File: src/rtl/coco_sd_pkg.sv
// -----------------------------------------------------------------------------
// coco_sd_pkg
// Shared definitions for the SD block responder: drive count, block size,
// responder FSM state encoding and a small one-hot to index helper.
// -----------------------------------------------------------------------------
package coco_sd_pkg;

  localparam int NUM_DRIVES = 4;
  localparam int BLK_BYTES  = 512;

  // Requester buffer data is valid two cycles after the buffer address moves;
  // the write path waits through counts 0..DIN_WAIT_LAST before sampling.
  localparam logic [1:0] DIN_WAIT_LAST = 2'd2;

  typedef enum logic [2:0] {
    IDLE,
    GRANT,
    RD_FETCH,
    RD_PUSH,
    WR_ADDR,
    WR_WAIT,
    WR_STORE,
    DONE
  } state_t;

  function automatic logic [1:0] onehot_to_idx(input logic [NUM_DRIVES-1:0] oh);
    logic [1:0] idx;
    idx = 2'd0;
    for (int i = 0; i < NUM_DRIVES; i++) begin
      if (oh[i]) idx = 2'(i);
    end
    return idx;
  endfunction

endpackage

File: src/rtl/rr_arb4.sv
// -----------------------------------------------------------------------------
// rr_arb4
// Four-way round-robin arbiter. The search starts at the drive just after
// the last-served one, so the last-served drive has the lowest priority.
//
// Ports
//   req   in  4  request vector, one bit per drive
//   last  in  2  index of the drive served most recently
//   grant out 4  one-hot grant, zero when no request is pending
// -----------------------------------------------------------------------------
module rr_arb4
  import coco_sd_pkg::*;
(
  input  logic [NUM_DRIVES-1:0] req,
  input  logic [1:0]            last,
  output logic [NUM_DRIVES-1:0] grant
);

  // NOTE: every output of a combinational block is assigned a default first,
  // so no path through the block leaves it holding a value (no latch).
  always_comb begin
    grant = '0;
    // Walk from the farthest candidate (last itself) to the nearest
    // (last+1); the nearest pending request is written last and wins.
    for (int i = NUM_DRIVES; i >= 1; i--) begin
      if (req[last + 2'(i)]) begin
        grant                = '0;
        grant[last + 2'(i)]  = 1'b1;
      end
    end
  end

endmodule

File: src/rtl/sd_blk_responder.sv
// -----------------------------------------------------------------------------
// sd_blk_responder
// Serves block read/write requests from four virtual SD drives against a
// byte-wide backing memory. One drive is served at a time; the requester's
// block buffer is filled (read) or drained (write) one byte per step.
//
// Ports
//   CLK, RESET          clock, synchronous active-high reset
//   sd_lba[4]           per-drive block address
//   sd_blk_cnt[4]       per-drive block count minus one (clamped to 31)
//   sd_rd, sd_wr        per-drive request levels (read wins if both set)
//   sd_ack              one-hot acknowledge, high for the whole transfer
//   sd_buff_addr        byte index within the current block
//   sd_buff_dout        read data towards the requester buffer
//   sd_buff_wr          one-cycle write strobe for sd_buff_dout
//   sd_buff_din[4]      requester buffer data (2-cycle latency from addr)
//   img_size[4]         mounted image size in bytes, 0 = no image
//   mem_addr            backing memory address {drive, offset[19:0]}
//   mem_rd, mem_wr      memory strobes, held until mem_ready
//   mem_wdata           memory write data
//   mem_rdata           memory read data, valid with mem_ready
//   mem_ready           one-cycle completion of the pending strobe
//   busy                high whenever the FSM is not in IDLE
// -----------------------------------------------------------------------------
module sd_blk_responder
  import coco_sd_pkg::*;
#(
  parameter int BLKSZ  = 2,
  parameter int MEM_AW = 22
) (
  input  logic                  CLK,
  input  logic                  RESET,
  input  logic [31:0]           sd_lba      [NUM_DRIVES],
  input  logic [5:0]            sd_blk_cnt  [NUM_DRIVES],
  input  logic [NUM_DRIVES-1:0] sd_rd,
  input  logic [NUM_DRIVES-1:0] sd_wr,
  output logic [NUM_DRIVES-1:0] sd_ack,
  output logic [8:0]            sd_buff_addr,
  output logic [7:0]            sd_buff_dout,
  output logic                  sd_buff_wr,
  input  logic [7:0]            sd_buff_din [NUM_DRIVES],
  input  logic [19:0]           img_size    [NUM_DRIVES],
  output logic [MEM_AW-1:0]     mem_addr,
  output logic                  mem_rd,
  output logic                  mem_wr,
  output logic [7:0]            mem_wdata,
  input  logic [7:0]            mem_rdata,
  input  logic                  mem_ready,
  output logic                  busy
);

  // Byte offset of a block inside its image.
  localparam int BLK_SHIFT = BLKSZ + 7;

  state_t                state;
  logic [1:0]            drive_q;
  logic [1:0]            rr_last;
  logic [31:0]           lba_q;
  logic [4:0]            cnt_q;
  logic [13:0]           byte_cnt;   // up to 32 blocks of 512 bytes
  logic [1:0]            wait_cnt;

  logic [NUM_DRIVES-1:0] req;
  logic [NUM_DRIVES-1:0] grant;
  logic [1:0]            grant_idx;
  logic [5:0]            cnt_sel;
  logic [4:0]            cnt_clamped;
  logic [19:0]           lba_off;
  logic [19:0]           offset;
  logic                  in_range;
  logic                  last_byte;
  logic [MEM_AW-1:0]     mem_addr_next;

  assign req = sd_rd | sd_wr;

  rr_arb4 u_arb (
    .req   (req),
    .last  (rr_last),
    .grant (grant)
  );

  assign grant_idx   = onehot_to_idx(grant);
  assign cnt_sel     = sd_blk_cnt[grant_idx];
  assign cnt_clamped = cnt_sel[5] ? 5'd31 : cnt_sel[4:0];

  // Image offset wraps at 20 bits; anything at or past the image end never
  // touches memory.
  assign lba_off       = 20'(lba_q << BLK_SHIFT);
  assign offset        = lba_off + 20'(byte_cnt);
  assign in_range      = (offset < img_size[drive_q]);
  assign last_byte     = (byte_cnt == 14'(((int'(cnt_q) + 1) * BLK_BYTES) - 1));
  assign mem_addr_next = MEM_AW'({drive_q, offset});

  // NOTE: state and registered outputs use non-blocking assignments only, so
  // every right-hand side sees the pre-edge value regardless of statement order.
  always_ff @(posedge CLK) begin
    // NOTE: reset is synchronous and covers every register here; there is no
    // storage array, so nothing is left un-reset.
    if (RESET) begin
      state        <= IDLE;
      busy         <= 1'b0;
      sd_ack       <= '0;
      sd_buff_wr   <= 1'b0;
      sd_buff_addr <= '0;
      sd_buff_dout <= '0;
      mem_rd       <= 1'b0;
      mem_wr       <= 1'b0;
      mem_addr     <= '0;
      mem_wdata    <= '0;
      rr_last      <= 2'd3;
      drive_q      <= 2'd0;
      lba_q        <= '0;
      cnt_q        <= '0;
      byte_cnt     <= '0;
      wait_cnt     <= '0;
    end else begin
      case (state)
        IDLE: begin
          if (|req) begin
            state <= GRANT;
            busy  <= 1'b1;
          end
        end

        // Requests are re-sampled here; if they vanished since IDLE, go back.
        GRANT: begin
          if (|req) begin
            drive_q  <= grant_idx;
            rr_last  <= grant_idx;
            lba_q    <= sd_lba[grant_idx];
            cnt_q    <= cnt_clamped;
            byte_cnt <= '0;
            sd_ack   <= grant;
            state    <= sd_rd[grant_idx] ? RD_FETCH : WR_ADDR;
          end else begin
            state <= IDLE;
            busy  <= 1'b0;
          end
        end

        // First cycle issues the read (or substitutes zero when out of
        // range); later cycles wait on mem_ready with mem_rd held.
        RD_FETCH: begin
          if (!mem_rd) begin
            if (in_range) begin
              mem_rd   <= 1'b1;
              mem_addr <= mem_addr_next;
            end else begin
              sd_buff_dout <= 8'h00;
              sd_buff_addr <= byte_cnt[8:0];
              sd_buff_wr   <= 1'b1;
              state        <= RD_PUSH;
            end
          end else if (mem_ready) begin
            mem_rd       <= 1'b0;
            sd_buff_dout <= mem_rdata;
            sd_buff_addr <= byte_cnt[8:0];
            sd_buff_wr   <= 1'b1;
            state        <= RD_PUSH;
          end
        end

        RD_PUSH: begin
          sd_buff_wr <= 1'b0;
          byte_cnt   <= byte_cnt + 14'd1;
          state      <= last_byte ? DONE : RD_FETCH;
        end

        WR_ADDR: begin
          sd_buff_addr <= byte_cnt[8:0];
          wait_cnt     <= '0;
          state        <= WR_WAIT;
        end

        WR_WAIT: begin
          if (wait_cnt == DIN_WAIT_LAST) begin
            state <= WR_STORE;
            if (in_range) begin
              mem_wr    <= 1'b1;
              mem_wdata <= sd_buff_din[drive_q];
              mem_addr  <= mem_addr_next;
            end
          end else begin
            wait_cnt <= wait_cnt + 2'd1;
          end
        end

        // With mem_wr low the byte was out of range and is dropped at once.
        WR_STORE: begin
          if (!mem_wr || mem_ready) begin
            mem_wr   <= 1'b0;
            byte_cnt <= byte_cnt + 14'd1;
            state    <= last_byte ? DONE : WR_ADDR;
          end
        end

        DONE: begin
          sd_ack <= '0;
          busy   <= 1'b0;
          state  <= IDLE;
        end

        default: begin
          state <= IDLE;
          busy  <= 1'b0;
        end
      endcase
    end
  end

endmodule

File: config.mk
export PLATFORM = sky130hd
export DESIGN_NAME = sd_blk_responder
export DESIGN_NICKNAME = d
export VERILOG_FILES = /design/src/rtl/coco_sd_pkg.sv /design/src/rtl/rr_arb4.sv /design/src/rtl/sd_blk_responder.sv
export SDC_FILE = /design/constraint.sdc
export NUM_CORES = 1
export LEC_CHECK = 0
export ABC_AREA = 1
export CAP_MARGIN = 40
export CORE_AREA = 2 2 131 133
export CTS_BUF_LIST = sky130_fd_sc_hd__clkbuf_8
export CTS_CLUSTER_DIAMETER = 150
export DETAILED_ROUTE_END_ITERATION = 10
export DIE_AREA = 0 0 133 135
export PLACE_DENSITY = 0.87
export SETUP_SLACK_MARGIN = 0.15
export SYNTH_ARGS = -nofsm -noshare
export SYNTH_HDL_FRONTEND = slang
export SYNTH_SLANG_ARGS = --single-unit
File: constraint.sdc
create_clock -name CLK -period 5.7 [get_ports CLK]
set_input_delay 1.14 -clock CLK [delete_from_list [all_inputs] [get_ports CLK]]
set_output_delay 1.14 -clock CLK [all_outputs]
set_load 0.1 [all_outputs]
==> impl_metrics.yaml <==
timing:
  slew-limit-headroom_pct: 44.6
  maxSlewViolCount: 0
  finalCritPeriodShare_pct: 81.4
  final.setup.tns_ns: 0
  hold_ws_ns: 0.469
  grt_setup_unrepaired: "false"
  finalSetupViolations: 0
  fmax_ghz: 0.216
  skew_ns: 0.0174
  timing.final.crit_period_ns: 4.64
  worst_slew_pin_slew_ns: 0.825
  hold_violations: 0
power:
  power.density_nw_per_um2: 524
  p_total_w: 0.00536
  peakVddDrop_mv: 0.464
  p_leak_nw: 4.37
clock_network:
  root_buffer: "clkbuf_8"
  cts_tree: "built"
  ctsLongestPathBuffers: 2
  cts-hold-fix-buffers: 0
  cts.sinks: 94
  cts-resized-gates: 0
  worstSkewPairLatency_ns: 0.38
  clkTransAtPathRegs_ns: 0.11
  cts_max_level: 3
  cts_setup_buffers: 0
  cts_made_buffers: 9
logic_synthesis:
  synth_cell_types: 45
  syn_inst: 980
  syn-num-nets: 1298
  syn_area_per_cell_um2: 6.52
  seq_area_frac_synth_pct: 29.4
  synth_edf_count: 0
  ys_ff_latch: 94
  synthArstFlopShare_pct: 0
  ys_warn_count: 0
  synthFlopType: "dfxtp_1"
  synth_area_um2: 6390
global_route:
  grt_pass1_wl_um: 36100
  grt_max_degree: 58
  antenna_found_initial: 2
  grt_pass1_vias: 7433
  grt-ovfl-total: 0
  gr-usage-all-layers_pct: 25.0
outcome:
  outcome: "finished clean"
critical_path:
  cp_slowest_cell: "nand2_1"
  crit_chain: "ha_1 > fa_1 > a21oi_1 > nor2_1 > nor2_1 > nor2_1 > o21ai_0 > nor2_1 > nand3_1 > xor2_1 > ha_1 > nand2_1 > inv_1 > nand3_1 > inv_1 > nand2_1 > o211ai_1 > a21oi_1 > nand4_1 > nand2_1 > inv_1 > nor2_1 > nor2_1"
  rrSetupSlack_ns: 1.06
  worst_path_largest_cell_delay_ns: 0.50
  required_ns: 5.98
  crit_type: "register to register"
  worst_r2r_endpoint: "mem_addr[18]"
  cp-end-kind: "register"
  cp_num_buf_inv: 3
  critPathMaxFanout: 18
  crit_top_cell: "nor2_1"
  crit_family: "simple AND/OR/NAND/NOR gates"
  critPathLaunchType: "register"
  cp_data_arrival_time_ns: 4.92
  timing.rr.start: "byte_cnt[9]"
  rr_worst_depth: 23
drt:
  dr.pass1.iters: 5
  wl_per_cell_um: 15.5
  wl_um: 23100
  ant_nets: 0
  vias: 7607
  drt_iter0_drc: 440
  vias_per_cell: 5.12
  drc: 0
cells_and_area:
  nFillCells: 1367
  fin_area_um2: 10200
  mostFrequentLayoutCells: "clkdlybuf4s50_1, nand2_1, nor2_1"
  drive_above_1_share_pct: 9.72
  final_common_cell: "clkdlybuf4s50_1"
  stdcell_count: 1487
  nets: 1578
  areaGrowthSynthToFinish_pct: 60.2
placed_design:
  hpwl_um: 18300
  gp_congestion: 0.911
  port_buffers: 253
  dpl_cell_area_um2: 10000
  dp_cells: 1469
floorplanning:
  core-area_um2: 16400
  die_w_um: 133
  io_pins: 338
  rows: 47
  die_h_um: 135
  start_util_pct: 39.0
  die_area_um2: 18000
hold_path:
  min_path_cells: 2
  hp-class: "register to register"
  hp-start: "sd_buff_dout[5]"
  hold_path_end: "sd_buff_dout[5]"
run:
  drv_cap: 0
## synthesized netlist by cell type (2+ instances only)
library cell	n	share of area (%)
nand3_1	38	3.0
nand3_2	3	0.47
o21ai_0	61	4.8
inv_1	84	4.9
a32o_1	19	3.0
nor3_1	11	0.86
buf_4	2	0.23
a21oi_1	107	8.4
o22ai_1	8	0.78
nand2_2	8	0.78
inv_2	6	0.35
xnor2_1	8	1.1
a21oi_4	2	0.51
a211oi_1	4	0.47
clkbuf_1	26	1.5
buf_2	14	1.1
xor2_1	11	1.5
nand2_1	203	12
or2_2	5	0.49
nand2_4	5	0.88
nor2_1	142	8.3
buf_6	2	0.35
ha_1	34	6.7
nor2_2	7	0.68
nand4_1	6	0.59
dfxtp_1	94	29
o21ai_1	48	3.8
o211ai_1	5	0.59
## cell families (layout without fill, tap and decap cells)
logic type               after synthesis  in the layout  share of synthesized area, %
other                                  0              2                             0
buffers and inverters                138            423                          9.00
XOR/XNOR                              19             19                          2.60
flip-flops                            94             94                          29.4
AND/OR/NAND/NOR                      434            434                          28.9
adder cells (fa/ha/maj)               35             35                          6.97
AO/OA/AOI/OAI                        260            260                          23.1
## worst reg2reg max path, stage by stage, from the launching register on
cell and delay (ns):
dfxtp_1 0.39, ha_1 0.24, fa_1 0.41, a21oi_1 0.14, nor2_1 0.05, nor2_1 0.12
nor2_1 0.07, o21ai_0 0.27, nor2_1 0.11, nand3_1 0.09, xor2_1 0.25, ha_1 0.29
nand2_1 0.09, inv_1 0.04, nand3_1 0.08, inv_1 0.05, nand2_1 0.06, o211ai_1 0.12
a21oi_1 0.28, nand4_1 0.27, nand2_1 0.50, inv_1 0.37, nor2_1 0.19, nor2_1 0.06
## layer usage
layer	up-vias	GRT usage [%]	wire (um)
met5	-	0	0
met4	0	10.2	784
met3	47	5.67	1770
met2	310	46.5	11400
met1	3441	27.5	9120
li1	3809	-	-
## final cells by class
class	count	area, um^2	share of cell area, %
Inverter	91	344	3.36
Clock buffer	9	124	1.21
Clock inverter	7	72.6	0.708
Tap cell	220	275	2.69
Timing Repair Buffer	316	3600	35.2
Antenna cell	2	5.00	0.0489
Multi-Input combinational cell	748	3940	38.4
Sequential cell	94	1880	18.4
## state kept, by name (all words and copies together), names as in the netlist, 2 cells and up
signal / count
sd_buff_dout: 8
sd_ack: 4
mem_addr: 22
cnt_q: 5
drive_q: 2
mem_wdata: 8
wait_cnt: 2
lba_q: 11
byte_cnt: 14
rr_last: 2
state: 3
sd_buff_addr: 9
## metrics by stage
stage          setup slack [ns]  utilization, %
6_report                   1.06            62.4
5_1_grt                   0.580            62.4
4_1_cts                    1.04            62.4
3_5_place_dp               1.05            61.2
3_3_place_gp               1.19            54.9
2_1_floorplan              2.28               -
## power breakdown
group	internal [W]	leakage [nW]	switching (W)
combinational	0.00141	3.50	0.00253
clock	0.000173	0.0975	0.000280
sequential	0.000828	0.766	0.000147
total	0.00241	4.37	0.00295
## how the worst max path moves through the flow
stage,startpoint,to,cells after the start
after floorplan,byte_cnt[9],sd_buff_addr[7],24
after global placement,byte_cnt[9],mem_addr[1],23
after detailed placement,byte_cnt[9],mem_addr[9],23
after CTS,byte_cnt[9],mem_addr[16],23
after global routing,byte_cnt[9],mem_addr[18],23
final,byte_cnt[9],mem_addr[18],23
Power figures use the tool's default switching activity.
